===== config.mk =====
export PLATFORM = sky130hd
export DESIGN_NAME = polyvec_make_hint_stream
export DESIGN_NICKNAME = d
export VERILOG_FILES = /design/src/rtl/polyvec_make_hint_stream_pkg.sv /design/src/rtl/polyvec_make_hint_stream_make_hint_lane.sv /design/src/rtl/polyvec_make_hint_stream.sv
export SDC_FILE = /design/constraint.sdc
export NUM_CORES = 1
export LEC_CHECK = 0
export CAP_MARGIN = 40
export CORE_AREA = 5 5 107 109
export DETAILED_ROUTE_END_ITERATION = 8
export DIE_AREA = 0 0 112 114
export MAX_ROUTING_LAYER = met4
export PLACE_DENSITY = 0.72
export SKIP_CTS_REPAIR_TIMING = 1
export SLEW_MARGIN = 15
export SYNTH_ARGS = -nofsm -noshare
export SYNTH_HDL_FRONTEND = slang
export SYNTH_SLANG_ARGS = --single-unit
export TNS_END_PERCENT = 1

===== constraint.sdc =====
create_clock -name clk -period 2.35 [get_ports clk]
set_input_delay 0.235 -clock clk [delete_from_list [all_inputs] [get_ports clk]]
set_output_delay 0.235 -clock clk [all_outputs]
set_load 0.1 [all_outputs]

===== src/rtl/polyvec_make_hint_stream_pkg.sv =====
// Shared constants and types for the make-hint stream block.
// Latency: n/a (package only).
// Backpressure: n/a (package only).
// Contents: modulus Q, GAMMA2/OMEGA for both parameter sets, coefficient width,
// FSM state type.
package polyvec_make_hint_stream_pkg;

    localparam int Q         = 8380417;
    localparam int COEFF_W   = 32;

    // Low-order rounding bounds for the two parameter sets.
    localparam int GAMMA2_88 = (Q - 1) / 88;   // 95232
    localparam int GAMMA2_32 = (Q - 1) / 32;   // 261888

    // Maximum hint counts paired with the bounds above.
    localparam int OMEGA_88  = 80;
    localparam int OMEGA_32  = 55;

    typedef enum logic [1:0] {
        ST_IDLE  = 2'd0,
        ST_RUN   = 2'd1,
        ST_DRAIN = 2'd2
    } state_t;

endpackage


===== src/rtl/polyvec_make_hint_stream_make_hint_lane.sv =====
// Single-coefficient hint: set when a0 leaves the rounding window (-GAMMA2, GAMMA2].
// Latency: combinational, zero cycles.
// Backpressure: none; pure function of its inputs.
// Ports: a0, a1 are signed COEFF_W-bit coefficients; h is the resulting hint bit.
module make_hint_lane
    import polyvec_make_hint_stream_pkg::*;
#(
    parameter int GAMMA2 = GAMMA2_32
) (
    input  logic signed [COEFF_W-1:0] a0,
    input  logic signed [COEFF_W-1:0] a1,
    output logic                      h
);

    localparam logic signed [COEFF_W-1:0] POS_BOUND = COEFF_W'(GAMMA2);
    localparam logic signed [COEFF_W-1:0] NEG_BOUND = -POS_BOUND;

    // Exactly -GAMMA2 is the one point where the high part decides the hint.
    always_comb begin
        h = (a0 > POS_BOUND) || (a0 < NEG_BOUND) ||
            ((a0 == NEG_BOUND) && (a1 != '0));
    end

endmodule


===== src/rtl/polyvec_make_hint_stream.sv =====
// Streams a K-polynomial vector of (a0,a1) beats and emits LANES hint bits per beat
// with a running hint total. Latency: one cycle from input acceptance to h_out.
// Backpressure: single output register; in_ready drops while out_valid && !out_ready.
// Ports: clk/rst (async, active-high), start, in_valid/in_ready/a0_in/a1_in,
// out_valid/out_ready/h_out/out_poly, busy, done, hint_count.
// Optional: define MAKE_HINT_OMEGA_CHECK_EN to add the sticky omega_fail output.
module polyvec_make_hint_stream
    import polyvec_make_hint_stream_pkg::*;
#(
    parameter int K      = 6,
    parameter int N      = 256,
    parameter int LANES  = 4,
    parameter int GAMMA2 = GAMMA2_32,
    parameter int OMEGA  = OMEGA_32
) (
    input  logic                         clk,
    input  logic                         rst,
    input  logic                         start,
    input  logic                         in_valid,
    output logic                         in_ready,
    input  logic [COEFF_W*LANES-1:0]     a0_in,
    input  logic [COEFF_W*LANES-1:0]     a1_in,
    output logic                         out_valid,
    input  logic                         out_ready,
    output logic [LANES-1:0]             h_out,
    output logic [$clog2(K)-1:0]         out_poly,
    output logic                         busy,
    output logic                         done,
    output logic [$clog2(K*N+1)-1:0]     hint_count
`ifdef MAKE_HINT_OMEGA_CHECK_EN
    ,
    output logic                         omega_fail
`endif
);

    localparam int BPP = N / LANES;                       // beats per polynomial
    localparam int BW  = (BPP > 1) ? $clog2(BPP) : 1;
    localparam int PW  = $clog2(K);
    localparam int CW  = $clog2(K*N+1);

    // Elaboration-time sanity on the geometry.
    if ((N % LANES) != 0 || OMEGA < 0 || OMEGA > K*N) begin : g_bad_params
        $error("polyvec_make_hint_stream: N must be a multiple of LANES and OMEGA within 0..K*N");
    end

    state_t          state;
    logic [BW-1:0]   beat_cnt;
    logic [PW-1:0]   poly_idx;
    logic [LANES-1:0] h_vec;
    logic [CW-1:0]   h_pop;
    logic [CW-1:0]   hint_sum;
    logic            accept;
    logic            last_beat;
    logic            out_fire;

    for (genvar j = 0; j < LANES; j++) begin : g_lane
        make_hint_lane #(
            .GAMMA2 (GAMMA2)
        ) u_lane (
            .a0 (a0_in[COEFF_W*j +: COEFF_W]),
            .a1 (a1_in[COEFF_W*j +: COEFF_W]),
            .h  (h_vec[j])
        );
    end

    always_comb begin
        h_pop = '0;
        for (int j = 0; j < LANES; j++) begin
            h_pop = h_pop + CW'(h_vec[j]);
        end
    end

    // A new beat may enter while the output slot is empty or emptying this cycle.
    assign in_ready  = (state == ST_RUN) && (!out_valid || out_ready);
    assign accept    = in_valid && in_ready;
    assign out_fire  = out_valid && out_ready;
    assign last_beat = (beat_cnt == BW'(BPP - 1)) && (poly_idx == PW'(K - 1));
    assign hint_sum  = hint_count + h_pop;

`ifdef MAKE_HINT_OMEGA_CHECK_EN
    localparam logic [CW-1:0] OMEGA_C = CW'(OMEGA);

    always_ff @(posedge clk or posedge rst) begin
        if (rst) begin
            omega_fail <= 1'b0;
        end else if (state == ST_IDLE && start) begin
            omega_fail <= 1'b0;
        end else if (accept && (hint_sum > OMEGA_C)) begin
            omega_fail <= 1'b1;
        end
    end
`endif

    always_ff @(posedge clk or posedge rst) begin
        if (rst) begin
            state      <= ST_IDLE;
            beat_cnt   <= '0;
            poly_idx   <= '0;
            out_valid  <= 1'b0;
            h_out      <= '0;
            out_poly   <= '0;
            busy       <= 1'b0;
            done       <= 1'b0;
            hint_count <= '0;
        end else begin
            done <= 1'b0;

            case (state)
                ST_IDLE: begin
                    if (start) begin
                        state      <= ST_RUN;
                        busy       <= 1'b1;
                        beat_cnt   <= '0;
                        poly_idx   <= '0;
                        hint_count <= '0;
                    end
                end
                ST_RUN: begin
                    if (accept && last_beat) begin
                        state <= ST_DRAIN;
                    end
                end
                ST_DRAIN: begin
                    // Only the final beat can be in the output slot here.
                    if (out_fire) begin
                        state <= ST_IDLE;
                        busy  <= 1'b0;
                        done  <= 1'b1;
                    end
                end
                default: begin
                    state <= ST_IDLE;
                    busy  <= 1'b0;
                end
            endcase

            if (accept) begin
                h_out      <= h_vec;
                out_poly   <= poly_idx;
                out_valid  <= 1'b1;
                hint_count <= hint_sum;
                if (beat_cnt == BW'(BPP - 1)) begin
                    beat_cnt <= '0;
                    poly_idx <= last_beat ? '0 : poly_idx + 1'b1;
                end else begin
                    beat_cnt <= beat_cnt + 1'b1;
                end
            end else if (out_fire) begin
                out_valid <= 1'b0;
            end
        end
    end

endmodule


* Word-level counts from Yosys, hierarchy flattened *
Cells that the tools add are included.

storage, ports and cells
  bits in registers = 32
  bits of input ports = 261

cells by class
  bitwise operators = 1
  equal/unequal tests = 11
  reduce and logical (&&, ||, !) cells = 30
  magnitude comparators = 8
  add/subtract/negate cells = 6
  muxes and demuxes = 22

operator list
  operator              count
  $eq 32x19->1 const B  4
  $gt 32x19->1 const B  4
  $lt 32x19->1 const B  4
  $reduce_bool 32->1    4
  $mux 11               3
  $mux 6                4
  $mux 3                5
  $add 11x4->11         1
  $logic_and 1x1->1     9
  $logic_or 1x1->1      9
  $add 6x1->6 const B   1
  $eq 6x6->1 const B    1
  $mux 2                3
  $pmux 2 s3            1
  $reduce_and 3->1      2
  $reduce_bool 2->1     3
  $mux 1                5
  $add 3x1->4           1
  $ne 2x2->1 const B    2
  $add 2x1->3           1
  $add 3x1->3 const B   1
  $eq 3x3->1 const B    1
  $pmux 1 s3            1
  $add 1x1->2           1
  other kinds (7)       7

* Depth between registers and ports, before layout *
  word-level depth = 8
  depth in mapped cells = 11
  mapped depth without buffers = 11

* Cells and area by module *
Synthesis repeated with hierarchy kept, for this count alone.

second synthesis, totals
  cells, all modules = 304
  area total of the unflattened synthesis = 2575.0 µm²

modules (own cells, without submodules)
  module                    times used  cells an instance  area each (µm²)
  polyvec_make_hint_stream  1           160                1644.1
  make_hint_lane            4           36                 232.7

* Worst setup path before layout *
No wires, ideal clock.

  path kind = input to register
  from = input a0_in[76]
  to = register hint_count[8]
  cell stages on the path = 11
  required time = 2188 ps
  arrival = 2887 ps
  setup slack = -699 ps
  cell sequence = or4_1 nor3_1 a21boi_0 o22a_1 fa_1 fa_1 inv_1 fa_1 nand4_1 o211ai_1 o31ai_1

between the ends
  word-level cells in the longest chain between the ends = 7
  elaborated cells on any way between the ends = 10
  classes of those cells = add/sub: 3; order compare: 2; eq/ne: 1; mux: 1; reduce/logical: 3

RTL lines
  item                                                   RTL line                                                                                      RTL
  start, declared                                        polyvec_make_hint_stream.sv:21                                                                input logic [COEFF_W*LANES-1:0] a0_in,
  $gt 32x19->1 (tied with other cells)                   polyvec_make_hint_stream_make_hint_lane.sv:20                                                 h = (a0 > POS_BOUND) || (a0 < NEG_BOUND) ||
  $logic_or 1x1->1 or $logic_and 1x1->1 (tied branches)  polyvec_make_hint_stream_make_hint_lane.sv:20, polyvec_make_hint_stream_make_hint_lane.sv:21
  $logic_or 1x1->1 *                                     polyvec_make_hint_stream_make_hint_lane.sv:20
  $add 2x1->3 *                                          polyvec_make_hint_stream.sv:69                                                                h_pop = h_pop + CW'(h_vec[j]);
  $add 3x1->4 *                                          polyvec_make_hint_stream.sv:69
  $add 11x4->11 *                                        polyvec_make_hint_stream.sv:78                                                                assign hint_sum = hint_count + h_pop;
  $mux 11 *                                              polyvec_make_hint_stream.sv:137                                                               if (accept) begin
  end signal, assigned                                   polyvec_make_hint_stream.sv:141                                                               hint_count <= hint_sum;
  end, declared                                          polyvec_make_hint_stream.sv:29                                                                output logic [$clog2(K*N+1)-1:0] hint_count

Every way passes the cells marked *; elsewhere a longest branch is shown, timed or not.
A chain may end at the register's enable or synchronous reset.

* Worst setup path in the final report *
  from = input a0_in[81]
  to = register hint_count[8]

The elaborated chain is that of the path after synthesis.

==> flow_metrics.env <==
export IMPL_met3_usage_pct=5.41
export IMPL_clock_sinks=32
export IMPL_fin_tns_setup_ps=-6930
export IMPL_multiInputGateArea_mm2=0.00176
export IMPL_power_mw=2.50
export IMPL_synth_seq_area_share_pct=33.1
export IMPL_grt_use_total_pct=20.6
export IMPL_synthesis_area_mm2=0.00242
export IMPL_port_buffers=282
export IMPL_core_mm2=0.0105
export IMPL_violations="setup timing"
export IMPL_synthTopCellsByArea="dfrtp_1, nor4_1, nand4_1"
export IMPL_syn_nets=564
export IMPL_synth_area_per_cell_um2=8.17
export IMPL_grt_busiest_layer="met2"
export IMPL_dp_hpwl_mm=12.0
export IMPL_ir_worst_vdd_uv=540
export IMPL_synth_main_ff_cell="dfrtp_1"
export IMPL_synth_cells=296
export IMPL_layout_nets=874
export IMPL_drt_wl_total_mm=14.4
export IMPL_synth_top_area_share_pct=33.1
export IMPL_outcome="complete, but fails checks"
export IMPL_areaGrowthSynthToFinish_pct=146
export IMPL_p_leak_nw=2.58
export IMPL_ios=283
export IMPL_firstDrtPassIters=4
export IMPL_die_h_um=114
export IMPL_worst_slack_ps=-781
export IMPL_place_ws_ps=-1180
export IMPL_hold_violations=0
export IMPL_drc=0
export IMPL_final_util_pct=56.5
export IMPL_clkPwrFrac_pct=21.0
export IMPL_cts_tree="yes"
export IMPL_placed_area_mm2=0.00554
export IMPL_final_cells=748
export IMPL_slew_violations=0
export IMPL_worst_slew_pin_slew_ps=398
export IMPL_cp_max_fo=5
export IMPL_ctsLongestPathBuffers=2
export IMPL_fin_crit_ps=3130
export IMPL_p_switching_mw=0.992
export IMPL_regArea_um2=801
export IMPL_yosysTopAreaCell="dfrtp_1"
export IMPL_worstSkewPairLatency_ps=290
export IMPL_grt_pass1_vias=3821
export IMPL_layout_drive_gt1_share_pct=15.8
export IMPL_final_cell_area_mm2=0.00594
export IMPL_grtUsageMet1_pct=23.9
export IMPL_final_period_utilization_pct=133
export IMPL_dp_cells=739
export IMPL_seqPwrFrac_pct=29.5
export IMPL_start_kind="primary input"
export IMPL_final_common_cell="clkdlybuf4s50_1"
export IMPL_max_freq_mhz=319
export IMPL_swShare_pct=39.6
export IMPL_grtUsageMet2_pct=37.0
export IMPL_cp_required_ps=2520
export IMPL_synth_distinct_cells=41
export IMPL_fillers=930
export IMPL_end_kind="flip-flop"
export IMPL_worst_hold_slack_ps=343
export IMPL_antenna_found_initial=0
export IMPL_start_util_pct=23.0
export IMPL_slew_headroom_pct=73.2
export IMPL_vias=3761
export IMPL_holdCritPathClass="primary input to async pin"
export IMPL_setup_viol=11
export IMPL_ys_ff_latch=32
export IMPL_wl_per_cell_um=19.3
export IMPL_grt_remaining_overflow=0
export IMPL_critPathArrivalTime_ps=3300
export IMPL_slowest_delay_ps=570
export IMPL_root_buffer="clkbuf_8"
export IMPL_rsz0062_at_grt="true"
export IMPL_cpMaxStageDelayCell="clkdlybuf4s50_1"
export IMPL_postRouteAntennaNets=0
export IMPL_die_area_mm2=0.0128
export IMPL_skew_ps=7.08
export IMPL_drt_initial_drc_count=191
export IMPL_std_cell_rows=38
export IMPL_synth_async_sr_flop_share_pct=100
export IMPL_cts_buffers_inserted=5
export IMPL_grt_pass1_wl_mm=20.6
export IMPL_path_clk_slew_ps=70
export IMPL_place_gp_congestion=1.01
export IMPL_htreeDepth=2
export IMPL_internal_power_mw=1.51
export IMPL_path_class="primary input to flip-flop"
export IMPL_critical_path_cell_chain="clkdlybuf4s50_1 -> nand4_1 -> nor3_1 -> a21oi_2 -> o22a_1 -> fa_1 -> fa_2 -> inv_2 -> fa_2 -> nand4_1 -> o211ai_1 -> o31ai_1"
export IMPL_final_cell_mix="clkdlybuf4s50_1, buf_4, nor4_1, dlymetal6s2s_1, nand2_1"
export IMPL_synth_warnings=0
export IMPL_cap_violations=0
export IMPL_die_x_um=112
export IMPL_p_per_area_mw_per_mm2=421
export IMPL_grt_start_max_net_pins=33
export IMPL_synth_edf_count=0
export IMPL_avgViaCountPerCell=5.03
export IMPL_p_comb_share_pct=49.5
final cells by class:
| cell class | instances | share of cell area [%] |
|---|---|---|
| diodes | 1 | 0.0421 |
| clock buffers | 5 | 1.16 |
| clock inverters | 3 | 0.716 |
| inverters | 6 | 0.379 |
| multi-input cells | 253 | 29.7 |
| flip-flops and latches | 32 | 13.5 |
| well taps | 140 | 2.95 |
| repair buffers | 308 | 51.6 |
worst max-delay path, delay by kind of cell:
family | cells | cell delay, ps
fa+ha+maj | 3 | 1070
compound gates | 4 | 670
buf+inv | 2 | 650
simple gates | 3 | 650
layer usage:
| layer | share of wire [%] | routed length [um] |
|---|---|---|
| met2 | 54 | 7720 |
| met4 | 1.3 | 184 |
| met3 | 6.7 | 965 |
| met5 | 0 | 0 |
| met1 | 39 | 5560 |
path summary, 6_finish.rpt:
check / start / endpoint / slack [ps] / cells after the start
worst max-delay path: a0_in[81] / hint_count[8] / -780 / 12
max in group asynchronous: rst / beat_cnt[3] / 1720 / 3
worst max register to register: hint_count[0] / hint_count[8] / 120 / 8
worst min-delay path: rst / out_valid / 340 / 3
worst min register to register: out_poly[0] / out_poly[0] / 480 / 2
min in group clk: out_poly[0] / out_poly[0] / 480 / 2
kinds of logic after synthesis:
| kind of cell | count (synthesis) | synth area share (%) |
|---|---|---|
| AND/OR/NAND/NOR | 194 | 45.2 |
| flip-flops | 32 | 33.1 |
| adder cells (fa/ha/maj) | 7 | 4.55 |
| XOR/XNOR | 1 | 0.362 |
| AO/OA/AOI/OAI | 43 | 11.3 |
| buffers and inverters | 11 | 2.12 |
| multiplexers | 8 | 3.36 |
power groups by stage:
stage | combinational, mW | clock [mW] | sequential [mW]
3_3_place_gp | 1.20 | 0 | 0.738
5_1_grt | 1.30 | 0.565 | 0.757
6_report | 1.24 | 0.527 | 0.738
2_1_floorplan | 0.190 | 0 | 1.11
3_5_place_dp | 1.22 | 0 | 0.744
4_1_cts | 1.22 | 0.538 | 0.736
sequential cells by signal, summed over array words and instances, names as in the netlist:
name / count
hint_count: 11
beat_cnt: 6
h_out: 4
out_poly: 3
poly_idx: 3
state: 2
busy: 1
done: 1
out_valid: 1
cells in the mapped netlist (all sizes together) (3+ instances only):
cell type and count:
nor4 60, nand2 39, nand4 34, dfrtp 32, o21ai 18, nand3 15, nor3 13, nor2 10
and3 8, mux2i 7, a21oi 6, inv 6, a21boi 4, ha 4, o2111ai 4, o22a 4
or4 4, clkbuf 3, fa 3, nor3b 3, o31ai 3
Power figures use the tool's default switching activity.
